===== src/rtl/pipeline_hazard_ctrl_if.sv =====
// pipeline_hazard_ctrl_if
//   Groups the hazard event inputs and the pipeline-register control outputs
//   of pipeline_hazard_ctrl.
//   master : pipeline side. It drives the events and receives the controls.
//   slave  : sequencer side (pipeline_hazard_ctrl).
//   Events   : ID_EX_MemRead, ID_EX_Rt, IF_ID_Rs, IF_ID_Rt, ID_UsesRt, ID_Jump,
//              EX_BranchTaken, Mem_Busy, IRQ, IRQ_Mask
//   Controls : PC_Write, PC_Sel, IF_ID_Write, IF_Flush, ID_EX_Bubble,
//              Pipe_Hold, ID_IRQ, IRQ_Ack
//   HAZARD_PERF_CNT_EN adds the Stall_Cnt and Flush_Cnt counters.
interface pipeline_hazard_ctrl_if;
  logic       ID_EX_MemRead;
  logic [4:0] ID_EX_Rt;
  logic [4:0] IF_ID_Rs;
  logic [4:0] IF_ID_Rt;
  logic       ID_UsesRt;
  logic       ID_Jump;
  logic       EX_BranchTaken;
  logic       Mem_Busy;
  logic       IRQ;
  logic       IRQ_Mask;

  logic       PC_Write;
  logic [1:0] PC_Sel;
  logic       IF_ID_Write;
  logic       IF_Flush;
  logic       ID_EX_Bubble;
  logic       Pipe_Hold;
  logic       ID_IRQ;
  logic       IRQ_Ack;
`ifdef HAZARD_PERF_CNT_EN
  logic [15:0] Stall_Cnt;
  logic [15:0] Flush_Cnt;
`endif

  modport master (
    output ID_EX_MemRead, ID_EX_Rt, IF_ID_Rs, IF_ID_Rt, ID_UsesRt, ID_Jump,
           EX_BranchTaken, Mem_Busy, IRQ, IRQ_Mask,
`ifdef HAZARD_PERF_CNT_EN
    input  Stall_Cnt, Flush_Cnt,
`endif
    input  PC_Write, PC_Sel, IF_ID_Write, IF_Flush, ID_EX_Bubble, Pipe_Hold,
           ID_IRQ, IRQ_Ack
  );

  modport slave (
    input  ID_EX_MemRead, ID_EX_Rt, IF_ID_Rs, IF_ID_Rt, ID_UsesRt, ID_Jump,
           EX_BranchTaken, Mem_Busy, IRQ, IRQ_Mask,
`ifdef HAZARD_PERF_CNT_EN
    output Stall_Cnt, Flush_Cnt,
`endif
    output PC_Write, PC_Sel, IF_ID_Write, IF_Flush, ID_EX_Bubble, Pipe_Hold,
           ID_IRQ, IRQ_Ack
  );
endinterface


===== src/rtl/pipeline_hazard_ctrl.sv =====
// pipeline_hazard_ctrl
//   Central stall/flush sequencer for the 5-stage pipeline. Every cycle it
//   decides whether the PC, IF/ID and the downstream registers advance, hold
//   or flush. It also selects the PC source.
//   Ports:
//     sysclk : pipeline clock. State updates on the rising edge.
//     reset  : asynchronous, active-low. While it is low the outputs are idle.
//     hz     : pipeline_hazard_ctrl_if.slave, which carries the events in and
//              the controls out.
//   Parameter IRQ_BLOCK_CYCLES (1..15): the number of cycles after an
//   interrupt entry during which a new interrupt is not accepted.
//   Optional feature macro: HAZARD_PERF_CNT_EN. It adds the saturating
//   16-bit Stall_Cnt and Flush_Cnt counters.
module pipeline_hazard_ctrl #(
  parameter int unsigned IRQ_BLOCK_CYCLES = 3
) (
  input  logic                   sysclk,
  input  logic                   reset,
  pipeline_hazard_ctrl_if.slave  hz
);

  typedef enum logic [1:0] {RUN, MEM_WAIT, IRQ_BLOCK} state_e;

  localparam logic [1:0] PC_SEQ    = 2'd0;
  localparam logic [1:0] PC_BRANCH = 2'd1;
  localparam logic [1:0] PC_JUMP   = 2'd2;
  localparam logic [1:0] PC_EXC    = 2'd3;
  localparam logic [3:0] BLK_LOAD  = 4'(IRQ_BLOCK_CYCLES);

  state_e     state_q, state_d;
  logic       irq_pend_q, irq_pend_d;
  logic [3:0] blk_cnt_q, blk_cnt_d;

  logic       load_use;
  logic       irq_req;
  logic       irq_accept;

  logic       pc_write, if_id_write, if_flush, bubble, hold, id_irq, irq_ack;
  logic [1:0] pc_sel;

  assign load_use = hz.ID_EX_MemRead && (hz.ID_EX_Rt != '0) &&
                    ((hz.ID_EX_Rt == hz.IF_ID_Rs) ||
                     (hz.ID_UsesRt && (hz.ID_EX_Rt == hz.IF_ID_Rt)));

  assign irq_req = (irq_pend_q || hz.IRQ) && !hz.IRQ_Mask;

  always_ff @(posedge sysclk or negedge reset) begin
    if (!reset) begin
      state_q    <= RUN;
      irq_pend_q <= 1'b0;
      blk_cnt_q  <= '0;
    end else begin
      state_q    <= state_d;
      irq_pend_q <= irq_pend_d;
      blk_cnt_q  <= blk_cnt_d;
    end
  end

  always_comb begin
    state_d     = state_q;
    blk_cnt_d   = blk_cnt_q;
    irq_accept  = 1'b0;
    pc_write    = 1'b1;
    if_id_write = 1'b1;
    pc_sel      = PC_SEQ;
    if_flush    = 1'b0;
    bubble      = 1'b0;
    hold        = 1'b0;
    id_irq      = 1'b0;
    irq_ack     = 1'b0;

    case (state_q)
      MEM_WAIT: begin
        if (hz.Mem_Busy) begin
          pc_write    = 1'b0;
          if_id_write = 1'b0;
          hold        = 1'b1;
        end else begin
          // blk_cnt is only nonzero while a block is in progress. It is 0 in
          // RUN because the block exits on the 1->0 decrement. For that
          // reason it also records which state the wait was entered from.
          state_d = (blk_cnt_q != '0) ? IRQ_BLOCK : RUN;
        end
      end

      default: begin // RUN, IRQ_BLOCK
        if (hz.Mem_Busy) begin
          pc_write    = 1'b0;
          if_id_write = 1'b0;
          hold        = 1'b1;
          state_d     = MEM_WAIT;
        end else begin
          if (state_q == IRQ_BLOCK) begin
            blk_cnt_d = blk_cnt_q - 4'd1;
            if (blk_cnt_q <= 4'd1) state_d = RUN;
          end
          if (hz.EX_BranchTaken) begin
            pc_sel   = PC_BRANCH;
            if_flush = 1'b1;
            bubble   = 1'b1;
          end else if ((state_q == RUN) && irq_req) begin
            pc_sel     = PC_EXC;
            if_flush   = 1'b1;
            id_irq     = 1'b1;
            irq_ack    = 1'b1;
            irq_accept = 1'b1;
            blk_cnt_d  = BLK_LOAD;
            state_d    = IRQ_BLOCK;
          end else if (hz.ID_Jump) begin
            pc_sel   = PC_JUMP;
            if_flush = 1'b1;
          end else if (load_use) begin
            pc_write    = 1'b0;
            if_id_write = 1'b0;
            bubble      = 1'b1;
          end
        end
      end
    endcase

    irq_pend_d = irq_accept ? 1'b0 : (irq_pend_q || hz.IRQ);
  end

  // While reset is low the outputs are forced to their idle values, even
  // though the state registers are already cleared asynchronously.
  always_comb begin
    hz.PC_Write     = 1'b1;
    hz.IF_ID_Write  = 1'b1;
    hz.PC_Sel       = PC_SEQ;
    hz.IF_Flush     = 1'b0;
    hz.ID_EX_Bubble = 1'b0;
    hz.Pipe_Hold    = 1'b0;
    hz.ID_IRQ       = 1'b0;
    hz.IRQ_Ack      = 1'b0;
    if (reset) begin
      hz.PC_Write     = pc_write;
      hz.IF_ID_Write  = if_id_write;
      hz.PC_Sel       = pc_sel;
      hz.IF_Flush     = if_flush;
      hz.ID_EX_Bubble = bubble;
      hz.Pipe_Hold    = hold;
      hz.ID_IRQ       = id_irq;
      hz.IRQ_Ack      = irq_ack;
    end
  end

`ifdef HAZARD_PERF_CNT_EN
  logic [15:0] stall_cnt_q, stall_cnt_d;
  logic [15:0] flush_cnt_q, flush_cnt_d;

  always_comb begin
    stall_cnt_d = stall_cnt_q;
    flush_cnt_d = flush_cnt_q;
    if (!hz.PC_Write && (stall_cnt_q != '1)) stall_cnt_d = stall_cnt_q + 16'd1;
    if (hz.IF_Flush  && (flush_cnt_q != '1)) flush_cnt_d = flush_cnt_q + 16'd1;
  end

  always_ff @(posedge sysclk or negedge reset) begin
    if (!reset) begin
      stall_cnt_q <= '0;
      flush_cnt_q <= '0;
    end else begin
      stall_cnt_q <= stall_cnt_d;
      flush_cnt_q <= flush_cnt_d;
    end
  end

  assign hz.Stall_Cnt = stall_cnt_q;
  assign hz.Flush_Cnt = flush_cnt_q;
`endif

endmodule

===== src/flat_wrapper.sv =====
// flat-port wrapper written by rule: the top's interface ports become plain ports
module pipeline_hazard_ctrl_flat 
#(
  parameter int unsigned IRQ_BLOCK_CYCLES = 3
)
  (sysclk, reset, hz_ID_EX_MemRead, hz_ID_EX_Rt, hz_IF_ID_Rs, hz_IF_ID_Rt, hz_ID_UsesRt, hz_ID_Jump, hz_EX_BranchTaken, hz_Mem_Busy, hz_IRQ, hz_IRQ_Mask, hz_PC_Write, hz_PC_Sel, hz_IF_ID_Write, hz_IF_Flush, hz_ID_EX_Bubble, hz_Pipe_Hold, hz_ID_IRQ, hz_IRQ_Ack);
  pipeline_hazard_ctrl_if hz_i ();
  input  logic sysclk;
  input  logic reset;
  input wire logic [$bits(hz_i.ID_EX_MemRead)-1:0] hz_ID_EX_MemRead;
  input wire logic [$bits(hz_i.ID_EX_Rt)-1:0] hz_ID_EX_Rt;
  input wire logic [$bits(hz_i.IF_ID_Rs)-1:0] hz_IF_ID_Rs;
  input wire logic [$bits(hz_i.IF_ID_Rt)-1:0] hz_IF_ID_Rt;
  input wire logic [$bits(hz_i.ID_UsesRt)-1:0] hz_ID_UsesRt;
  input wire logic [$bits(hz_i.ID_Jump)-1:0] hz_ID_Jump;
  input wire logic [$bits(hz_i.EX_BranchTaken)-1:0] hz_EX_BranchTaken;
  input wire logic [$bits(hz_i.Mem_Busy)-1:0] hz_Mem_Busy;
  input wire logic [$bits(hz_i.IRQ)-1:0] hz_IRQ;
  input wire logic [$bits(hz_i.IRQ_Mask)-1:0] hz_IRQ_Mask;
  output wire logic [$bits(hz_i.PC_Write)-1:0] hz_PC_Write;
  output wire logic [$bits(hz_i.PC_Sel)-1:0] hz_PC_Sel;
  output wire logic [$bits(hz_i.IF_ID_Write)-1:0] hz_IF_ID_Write;
  output wire logic [$bits(hz_i.IF_Flush)-1:0] hz_IF_Flush;
  output wire logic [$bits(hz_i.ID_EX_Bubble)-1:0] hz_ID_EX_Bubble;
  output wire logic [$bits(hz_i.Pipe_Hold)-1:0] hz_Pipe_Hold;
  output wire logic [$bits(hz_i.ID_IRQ)-1:0] hz_ID_IRQ;
  output wire logic [$bits(hz_i.IRQ_Ack)-1:0] hz_IRQ_Ack;
  assign hz_i.ID_EX_MemRead = hz_ID_EX_MemRead;
  assign hz_i.ID_EX_Rt = hz_ID_EX_Rt;
  assign hz_i.IF_ID_Rs = hz_IF_ID_Rs;
  assign hz_i.IF_ID_Rt = hz_IF_ID_Rt;
  assign hz_i.ID_UsesRt = hz_ID_UsesRt;
  assign hz_i.ID_Jump = hz_ID_Jump;
  assign hz_i.EX_BranchTaken = hz_EX_BranchTaken;
  assign hz_i.Mem_Busy = hz_Mem_Busy;
  assign hz_i.IRQ = hz_IRQ;
  assign hz_i.IRQ_Mask = hz_IRQ_Mask;
  assign hz_PC_Write = hz_i.PC_Write;
  assign hz_PC_Sel = hz_i.PC_Sel;
  assign hz_IF_ID_Write = hz_i.IF_ID_Write;
  assign hz_IF_Flush = hz_i.IF_Flush;
  assign hz_ID_EX_Bubble = hz_i.ID_EX_Bubble;
  assign hz_Pipe_Hold = hz_i.Pipe_Hold;
  assign hz_ID_IRQ = hz_i.ID_IRQ;
  assign hz_IRQ_Ack = hz_i.IRQ_Ack;
  pipeline_hazard_ctrl #(.IRQ_BLOCK_CYCLES(IRQ_BLOCK_CYCLES)) u_core (.sysclk(sysclk), .reset(reset), .hz(hz_i));
endmodule

===== config.mk =====
export PLATFORM = sky130hd
export DESIGN_NAME = pipeline_hazard_ctrl_flat
export DESIGN_NICKNAME = d
export VERILOG_FILES = /design/src/rtl/pipeline_hazard_ctrl_if.sv /design/src/rtl/pipeline_hazard_ctrl.sv /design/src/flat_wrapper.sv
export SDC_FILE = /design/constraint.sdc
export NUM_CORES = 1
export LEC_CHECK = 0
export BUFFER_PORTS_ARGS = -buffer_cell sky130_fd_sc_hd__buf_2
export CORE_MARGIN = 5
export CORE_UTILIZATION = 42
export CTS_CLUSTER_SIZE = 25
export DETAILED_ROUTE_END_ITERATION = 7
export GPL_TIMING_DRIVEN = 0
export PLACE_DENSITY = 0.75
export SLEW_MARGIN = 20
export SYNTH_ARGS = -nofsm -noshare
export SYNTH_HDL_FRONTEND = slang
export SYNTH_SLANG_ARGS = --single-unit
export TNS_END_PERCENT = 5

===== constraint.sdc =====
create_clock -name sysclk -period 1.6 [get_ports sysclk]
set_input_delay 0.16 -clock sysclk [delete_from_list [all_inputs] [get_ports sysclk]]
set_output_delay 0.16 -clock sysclk [all_outputs]
set_load 0.01 [all_outputs]

Yosys cells after proc, flatten, opt, wreduce, memory -nomap -nowiden:

Index checks and enable logic that the tools add are counted.

* flip-flop bits (word level): 7
* output and inout bits: 9
* bits of input ports: 24

* $add $sub $neg: 1
* eq/ne operators: 5
* bitwise logic cells: 2
* multiplexer cells: 46
* order comparisons: 1
* reduce and logical (&&, ||, !) cells: 12

Operator list (number)
* 1-bit 2-to-1 mux: 29
* 2-bit 2-to-1 mux: 14
* 4-bit 2-to-1 mux: 3
* 5-bit == test: 2
* 1-bit logical AND: 5
* 5-bit nonzero test: 1
* 4-bit by 1-bit less-or-equal comparator with 1-bit output, second input constant: 1
* 4-bit nonzero test: 1
* 4-bit by 1-bit subtractor with 4-bit output, second input constant: 1
* 2-bit by 1-bit == test with 1-bit output, second input constant: 1
* 2-bit == test, second input constant: 1
* 2-bit zero test: 1
* 1-bit logical OR: 2
* 2-bit inequality test, second input constant: 1
* 1-bit NOT: 2
* 2-bit AND reduction: 1
* 1-bit zero test: 1

Depth between registers and ports, before layout:

Gate-level depths: netlist (run 1).

* depth after elaboration: 11
* gate-level depth with buffers: 5

Least setup slack after synthesis (run 1):

Ideal clock, no wire load.

* path kind: register to output
* start: register u_core.state_q[0]
* end: output hz_PC_Write
* arrival: 1499 ps
* slack: -59 ps
* buffers on the path: 1
* data required time: 1440 ps
* cell stages (with the launch flop): 5
* path through: dfrtp_1 nor4_1 nor3_1 a31oi_1 buf_4

* cells in the longest elaborated chain, start to end: 7
* elaborated cells on any way between the ends: 8
* classes of those cells: eq/ne (1); mux (5); reduce/logical (2)

Ends and longest elaborated chain
* start: declaration: RTL line pipeline_hazard_ctrl.sv:30 `state_e state_q, state_d;`
* start signal: assignment: RTL line pipeline_hazard_ctrl.sv:53 `state_q <= state_d;`
* 2-bit zero test: RTL line pipeline_hazard_ctrl.sv:101 `end else if ((state_q == RUN) && irq_req) begin`
* 1-bit logical AND: RTL line pipeline_hazard_ctrl.sv:101
* 1-bit 2-to-1 mux (3 in series)
* 1-bit 2-to-1 mux (*) (2 in series)
* end: declaration: RTL line flat_wrapper.sv:20 `output wire logic [$bits(hz_i.PC_Write)-1:0] hz_PC_Write;`

Every way passes the cells marked *; elsewhere a longest branch is shown, timed or not.

Worst setup path after layout (run 1):

* start: register u_core.state_q[0]
* end: output hz_IRQ_Ack

* cells in the longest elaborated chain, start to end: 7
* elaborated cells on any way between the ends: 8
* classes of those cells: eq/ne (1); mux (5); reduce/logical (2)

Ends and longest elaborated chain
* 2-bit zero test: RTL line pipeline_hazard_ctrl.sv:101
* 1-bit logical AND: RTL line pipeline_hazard_ctrl.sv:101
* 1-bit 2-to-1 mux: RTL line pipeline_hazard_ctrl.sv:101
* 1-bit 2-to-1 mux: RTL line pipeline_hazard_ctrl.sv:97 `if (hz.EX_BranchTaken) begin`
* 1-bit 2-to-1 mux: RTL line pipeline_hazard_ctrl.sv:87 `if (hz.Mem_Busy) begin`
* 1-bit 2-to-1 mux (*): RTL line pipeline_hazard_ctrl.sv:72 `case (state_q)`
* 1-bit 2-to-1 mux (*): RTL line pipeline_hazard_ctrl.sv:135 `if (reset) begin`
* end: declaration: RTL line flat_wrapper.sv:27 `output wire logic [$bits(hz_i.IRQ_Ack)-1:0] hz_IRQ_Ack;`

Marks and branches as above.

==> results of run 1 <==
routing by layer:
| layer | up-vias | global-route usage, % | wire length (µm) |
|---|---|---|---|
| met5 | - | 0 | 0 |
| met3 | 2 | 4.89 | 150 |
| li1 | 320 | - | - |
| met1 | 314 | 19.2 | 657 |
| met2 | 23 | 29.9 | 897 |
| met4 | 0 | 6.63 | 18 |
layout make-up:
cell class                      instances  area (µm²)
Multi-Input combinational cell         55         442
Fill cell                             111         402
Timing Repair Buffer                   39         221
Sequential cell                         7         178
Clock buffer                            4        26.3
Buffer                                  2        18.8
Tap cell                               15        18.8
Inverter                                3        11.3
sequential cells by signal, summed over array words and instances (netlist names):
signal and count:
u_core.blk_cnt_q 4, u_core.irq_pend_q 1, u_core.state_q 2
worst max-delay path, stage by stage, from the launching register on:
cell     delay, ns
dfrtp_2       0.45
nor2_2        0.12
or4b_4        0.49
nor2_4        0.11
buf_6         0.10
buf_6         0.09
cells in the mapped netlist, drive strengths merged:
cell	count	share of area (%)
inv	3	1.9
nor2	10	6.4
nand4	1	1.1
nand3	2	1.7
xnor2	12	18
and2	2	2.1
ha	2	4.3
or3b	1	1.9
o22ai	1	1.1
nand2	4	2.6
nor2b	1	1.1
o21ai	3	2.6
a221oi	1	1.5
o221ai	1	1.5
or4b	1	1.7
nor4	3	5.7
a311oi	1	1.5
o21a	1	1.3
xor2	1	1.5
nor3b	1	1.3
a31o	1	1.5
dfrtp	7	30
a31oi	1	1.1
or4	1	1.3
buf	2	2.6
a21boi	1	1.3
nor3	1	0.85
a21o	1	1.3
report_power, final:
group / total (mW) / switching (mW) / internal, mW
Clock: 0.168 / 0.0721 / 0.0956
Combinational: 0.340 / 0.169 / 0.171
Sequential: 0.307 / 0.0731 / 0.234
logic make-up (layout without fill, tap and decap cells):
family,count (synthesis),in the layout
flops,7,7
fa+ha+maj,2,2
simple gates,28,28
buf+inv,5,48
xor+xnor,13,13
compound gates,12,12
final timing paths:
check,endpoint,depth (start not counted),slack (ns),start
max,hz_IRQ_Ack,5,-0.18,u_core.state_q[0]$_DFFE_PN0P_
min,u_core.blk_cnt_q[0]$_DFFE_PN0P_,2,0.19,hz_EX_BranchTaken
max reg2reg,u_core.blk_cnt_q[3]$_DFFE_PN0P_,6,-0.02,u_core.state_q[0]$_DFFE_PN0P_
min reg2reg,u_core.irq_pend_q$_DFF_PN0_,2,0.54,u_core.irq_pend_q$_DFF_PN0_
max in group asynchronous,u_core.state_q[0]$_DFFE_PN0P_,2,0.95,reset
min in group asynchronous,u_core.state_q[1]$_DFFE_PN0P_,2,0.38,reset
repair_timing:
item	in CTS	in global routing
hold endpoints to repair	7	0
buffers inserted	5	1
gates resized for setup	14	3
setup endpoints to repair	8	11
pin swaps	6	2
hold buffers	1	0
==> impl_metrics.env, run 1 <==
export IMPL_status="finished, violations left"
export IMPL_violations="negative setup slack"
export IMPL_start_util_pct=44.6
export IMPL_synth_warnings=0
export IMPL_period_minus_slack_ns=1.78
export IMPL_crit_type="reg -> out"
export IMPL_synth_compound_area_share_pct=14.5
export IMPL_post_route_period_util_pct=111
export IMPL_finalWirelength_mm=1.72
export IMPL_cts_root_buf="clkbuf_4"
export IMPL_skew_ns=0.000829
export IMPL_final_cell_area_um2=916
export IMPL_row_count=13
export IMPL_drc=0
export IMPL_grt_remaining_overflow=0
export IMPL_synth_xor_area_share_pct=19.4
export IMPL_synthMuxAreaShare_pct=0
export IMPL_initialDrtViolationCount=12
export IMPL_maxCapViolCount=0
export IMPL_critPathCaptureType="primary output"
export IMPL_cts_tree="done"
export IMPL_timing_final_ws_setup_ns=-0.180
export IMPL_die_x_um=47.4
export IMPL_cp_start_kind="flop"
export IMPL_dp_slack_ns=-0.0970
export IMPL_final_common_cell="buf_2"
export IMPL_grt_pass1_wl_mm=2.70
export IMPL_p_per_area_nw_per_um2=890
export IMPL_grt_pass1_vias=639
export IMPL_hp_class="in -> reg"
export IMPL_rsz0062_at_grt="yes"
export IMPL_finalSetupViolCount=9
export IMPL_clock_sinks=7
export IMPL_worst_pin_slew_ns=0.350
export IMPL_stdcell_count=125
export IMPL_cp_required_ns=1.44
export IMPL_postLayoutCoreUtil_pct=69.5
export IMPL_cts_htree_levels=1
export IMPL_synthToLayoutAreaGrowth_pct=55.7
export IMPL_postPlaceCellArea_um2=773
export IMPL_place_gp_congestion=0.734
export IMPL_core_area_um2=1320
export IMPL_vias_per_cell=5.27
export IMPL_synth_seq_cells=7
export IMPL_synth_fa_ha_area_share_pct=4.26
export IMPL_synth_area_per_cell_um2=8.78
export IMPL_wl_per_cell_um=13.8
export IMPL_clock_latency_ns=0.25
export IMPL_cts_buffers=3
export IMPL_grt_use_total_pct=17.0
export IMPL_cts_clk_slew_worst_paths_ns=0.06
export IMPL_power_leakage_nw=0.418
export IMPL_cp_max_fo=4
export IMPL_ant_nets=0
export IMPL_drive_gt1_share_pct=53.6
export IMPL_antenna_found_initial=0
export IMPL_syn_nets=93
export IMPL_slew_viol_final=0
export IMPL_synth_top_family_by_area="simple AND/OR/NAND/NOR gates"
export IMPL_routed_via_count=659
export IMPL_finalHoldViolCount=0
export IMPL_tns_ns=-0.839
export IMPL_synth_cell_type_count=29
export IMPL_synth_seq_area_share_pct=29.8
export IMPL_cp_arrival_ns=1.62
export IMPL_dp_cells=114
export IMPL_diodes=0
export IMPL_final_cell_mix="31 x buf_2, 12 x xnor2_1, 7 x buf_4, 5 x nor2_1, 5 x dfrtp_1"
export IMPL_chipHeight_um=47.4
export IMPL_fin_nets=137
export IMPL_peakVddDrop_uv=626
export IMPL_die_area_um2=2250
export IMPL_grt_start_max_net_pins=8
export IMPL_yosys_area_share_simple_pct=27.7
export IMPL_synth_cell_area_um2=588
export IMPL_relSlewSlack_pct=76.6
export IMPL_drt_first_pass_iters=4
export IMPL_synthCells=67
export IMPL_hpwl_mm=1.23
export IMPL_totalPowerFinal_mw=0.815
export IMPL_port_buffers=32
export IMPL_ios=33
export IMPL_hold_ws_ns=0.186
export IMPL_max_freq_mhz=562
export IMPL_cts_buffer_depth=2
No activity file was read; power rests on OpenSTA's default activity.
==> run 2: changes to the inputs <==
- ABC_AREA: unset -> 1
- CAP_MARGIN: unset -> 20
- CORE_UTILIZATION: 42 -> 46
- PLACE_DENSITY: 0.75 -> 0.77
- clock period: 1.6 -> 2.1 ns (I/O delays scaled with it)
==> impl_metrics.env, run 2 <==
export IMPL_routed_via_count=806
export IMPL_row_count=14
export IMPL_post_route_period_util_pct=86.5
export IMPL_tns_ns=0
export IMPL_final_cell_mix="39 x nand2_1, 32 x buf_2, 20 x inv_1, 13 x nor2_1, 7 x dfrtp_1"
export IMPL_cts_post_setup_buffers_inserted=0
export IMPL_r2r_start="u_core.state_q[0]$_DFFE_PN0P_"
export IMPL_grt_pass1_wl_mm=2.75
export IMPL_antenna_found_initial=0
export IMPL_place_gp_congestion=0.754
export IMPL_cp_required_ns=1.89
export IMPL_synthCells=117
export IMPL_clock_sinks=7
export IMPL_stdcell_count=170
export IMPL_synth_cell_type_count=21
export IMPL_max_freq_mhz=550
export IMPL_ys_top_cells_by_count="39 x nand2_1, 20 x inv_1, 13 x nor2_1"
export IMPL_top_regs="u_core.blk_cnt_q x4, u_core.state_q x2, u_core.irq_pend_q x1"
export IMPL_timing_final_ws_setup_ns=0.283
export IMPL_core_area_um2=1490
export IMPL_rsz0062_at_grt="no"
export IMPL_synth_top_flop_cell="dfrtp_1"
export IMPL_postPlaceCellArea_um2=891
export IMPL_cts_clk_slew_worst_paths_ns=0.05
export IMPL_drive_gt1_share_pct=34.4
export IMPL_start_util_pct=47.7
export IMPL_cts_buffers=3
export IMPL_synth_cell_area_um2=711
export IMPL_grt_use_total_pct=13.7
export IMPL_skew_ns=0.00509
export IMPL_finalHoldViolCount=0
export IMPL_relSlewSlack_pct=85.2
export IMPL_vias_per_cell=4.74
export IMPL_dp_cells=165
export IMPL_worst_pin_slew_ns=0.221
export IMPL_synth_seq_cells=7
export IMPL_critical_path_slowest_cell="dlygate4sd3_1"
export IMPL_cts_buffer_depth=2
export IMPL_synth_warnings=0
export IMPL_finalSetupViolCount=0
export IMPL_initialDrtViolationCount=23
export IMPL_hold_end="u_core.irq_pend_q$_DFF_PN0_"
export IMPL_yosysMostFrequentCell="nand2_1"
export IMPL_synth_edf_count=0
export IMPL_hpwl_mm=1.40
export IMPL_largest_register_ffs=4
export IMPL_whs_path_depth=3
export IMPL_die_area_um2=2430
export IMPL_fin_nets=181
export IMPL_dp_slack_ns=0.649
export IMPL_wl_per_cell_um=9.56
export IMPL_clock_latency_ns=0.25
export IMPL_yosysTopAreaCell="dfrtp_1"
export IMPL_status="finished, final reports clean"
export IMPL_worst_path_largest_cell_delay_ns=0.52
export IMPL_rrSetupSlack_ns=0.95
export IMPL_diodes=0
export IMPL_peakVddDrop_uv=355
export IMPL_crit_chain="dlygate4sd3_1 -> buf_2 -> nand2_1 -> nor2_1 -> nand3_1 -> nand2_1 -> inv_1 -> buf_4 -> buf_2"
export IMPL_critPathCaptureType="primary output"
export IMPL_synthToLayoutAreaGrowth_pct=30.5
export IMPL_synth_area_per_cell_um2=6.07
export IMPL_min_from="hz_IRQ"
export IMPL_regMostFlops="u_core.blk_cnt_q"
export IMPL_cts_htree_levels=1
export IMPL_reg2reg_depth=5
export IMPL_finalWirelength_mm=1.63
export IMPL_hp_class="in -> reg"
export IMPL_grt_start_max_net_pins=11
export IMPL_grt_remaining_overflow=0
export IMPL_chipHeight_um=49.3
export IMPL_final_common_cell="nand2_1"
export IMPL_port_buffers=32
export IMPL_p_per_area_nw_per_um2=641
export IMPL_cp_start_kind="primary input"
export IMPL_cts_root_buf="clkbuf_4"
export IMPL_r2r_end="u_core.blk_cnt_q[1]$_DFFE_PN0P_"
export IMPL_cp_max_fo=10
export IMPL_crit_type="in -> out"
export IMPL_maxCapViolCount=0
export IMPL_die_x_um=49.3
export IMPL_synth_seq_area_share_pct=24.6
export IMPL_ant_nets=0
export IMPL_drc=0
export IMPL_synth_top_area_share_pct=24.6
export IMPL_final_cell_area_um2=927
export IMPL_cts_resized_gates=0
export IMPL_period_minus_slack_ns=1.82
export IMPL_power_leakage_nw=0.574
export IMPL_syn_nets=143
export IMPL_synthTopCellsByArea="dfrtp_1 25%, nand2_1 21%, inv_1 11%"
export IMPL_async_flop_share_pct=100
export IMPL_cp_arrival_ns=1.61
export IMPL_ios=33
export IMPL_slew_viol_final=0
export IMPL_hold_ws_ns=0.229
export IMPL_cts_tree="done"
export IMPL_grt_pass1_vias=716
export IMPL_drt_first_pass_iters=4
run 2: changes by cell type after synthesis, sizes merged, moves of 2 or more:
cell   delta
nand2    +35
a21oi     +4
xnor2    -11
nand3     +6
nor4      -3
inv      +22
and2      -2
nor2      +9
run 2: metal layers:
layer	part of all wire (%)	wire length [µm]	GRT usage, %	vias up
li1	-	-	-	421
met1	42	679	16.7	354
met2	50	813	23.6	31
met3	8.1	132	3.06	0
met4	0	0	4.04	0
met5	0	0	0	-
run 2: layout make-up:
| type | count | area (µm²) |
|---|---|---|
| plain buffers | 2 | 15.0 |
| flip-flops and latches | 7 | 175 |
| well taps | 16 | 20.0 |
| clock buffers | 4 | 26.3 |
| fillers | 133 | 562 |
| repair buffers | 33 | 170 |
| inverters | 25 | 93.8 |
| multi-input cells | 83 | 427 |
run 2: per-stage QoR:
stage / utilization (%) / total power, mW
2_1_floorplan: - / 0.394
3_3_place_gp: 59.8 / 0.461
3_5_place_dp: 59.8 / 0.470
4_1_cts: 62.3 / 0.597
5_1_grt: 62.3 / 0.651
6_report: 62.3 / 0.594
run 2: how the worst max path moves through the flow:
stage / end / slack, ns / cells past startpoint / start
2_1_floorplan: hz_IRQ_Ack / 0.77 / 6 / u_core.state_q[0]$_DFFE_PN0P_
3_3_place_gp: hz_PC_Write / 0.67 / 10 / u_core.irq_pend_q$_DFF_PN0_
3_5_place_dp: hz_PC_Write / 0.65 / 10 / u_core.irq_pend_q$_DFF_PN0_
4_1_cts: hz_PC_Write / 0.27 / 9 / reset
5_1_grt: hz_PC_Write / 0.14 / 9 / reset
6_report: hz_PC_Write / 0.28 / 9 / reset
run 2: worst max-delay path, delay by kind of cell:
kind,cells,cell delay [ns]
buffers and inverters,5,1.02
and+or+nand+nor,4,0.36
run 2: cells by family (layout without fill, tap and decap cells):
logic type	Yosys count	in the layout	synth area share, %
fa+ha+maj	2	2	3.52
compound gates	9	9	7.39
flops	7	7	24.6
buf+inv	27	64	15.3
simple gates	69	69	45.4
xor+xnor	3	3	3.70
run 2: where the power goes:
group / internal (mW) / leakage (nW) / switching [mW] / total, mW
Sequential: 0.180 / 0.0820 / 0.0386 / 0.219
Clock: 0.0726 / 0.0150 / 0.0504 / 0.123
Combinational: 0.104 / 0.477 / 0.149 / 0.253
run 2: timing repair:
item,4_1_cts,5_1_grt
hold buffers,1,0
hold endpoints to repair,7,0
endpoints found under the setup margin,0,0
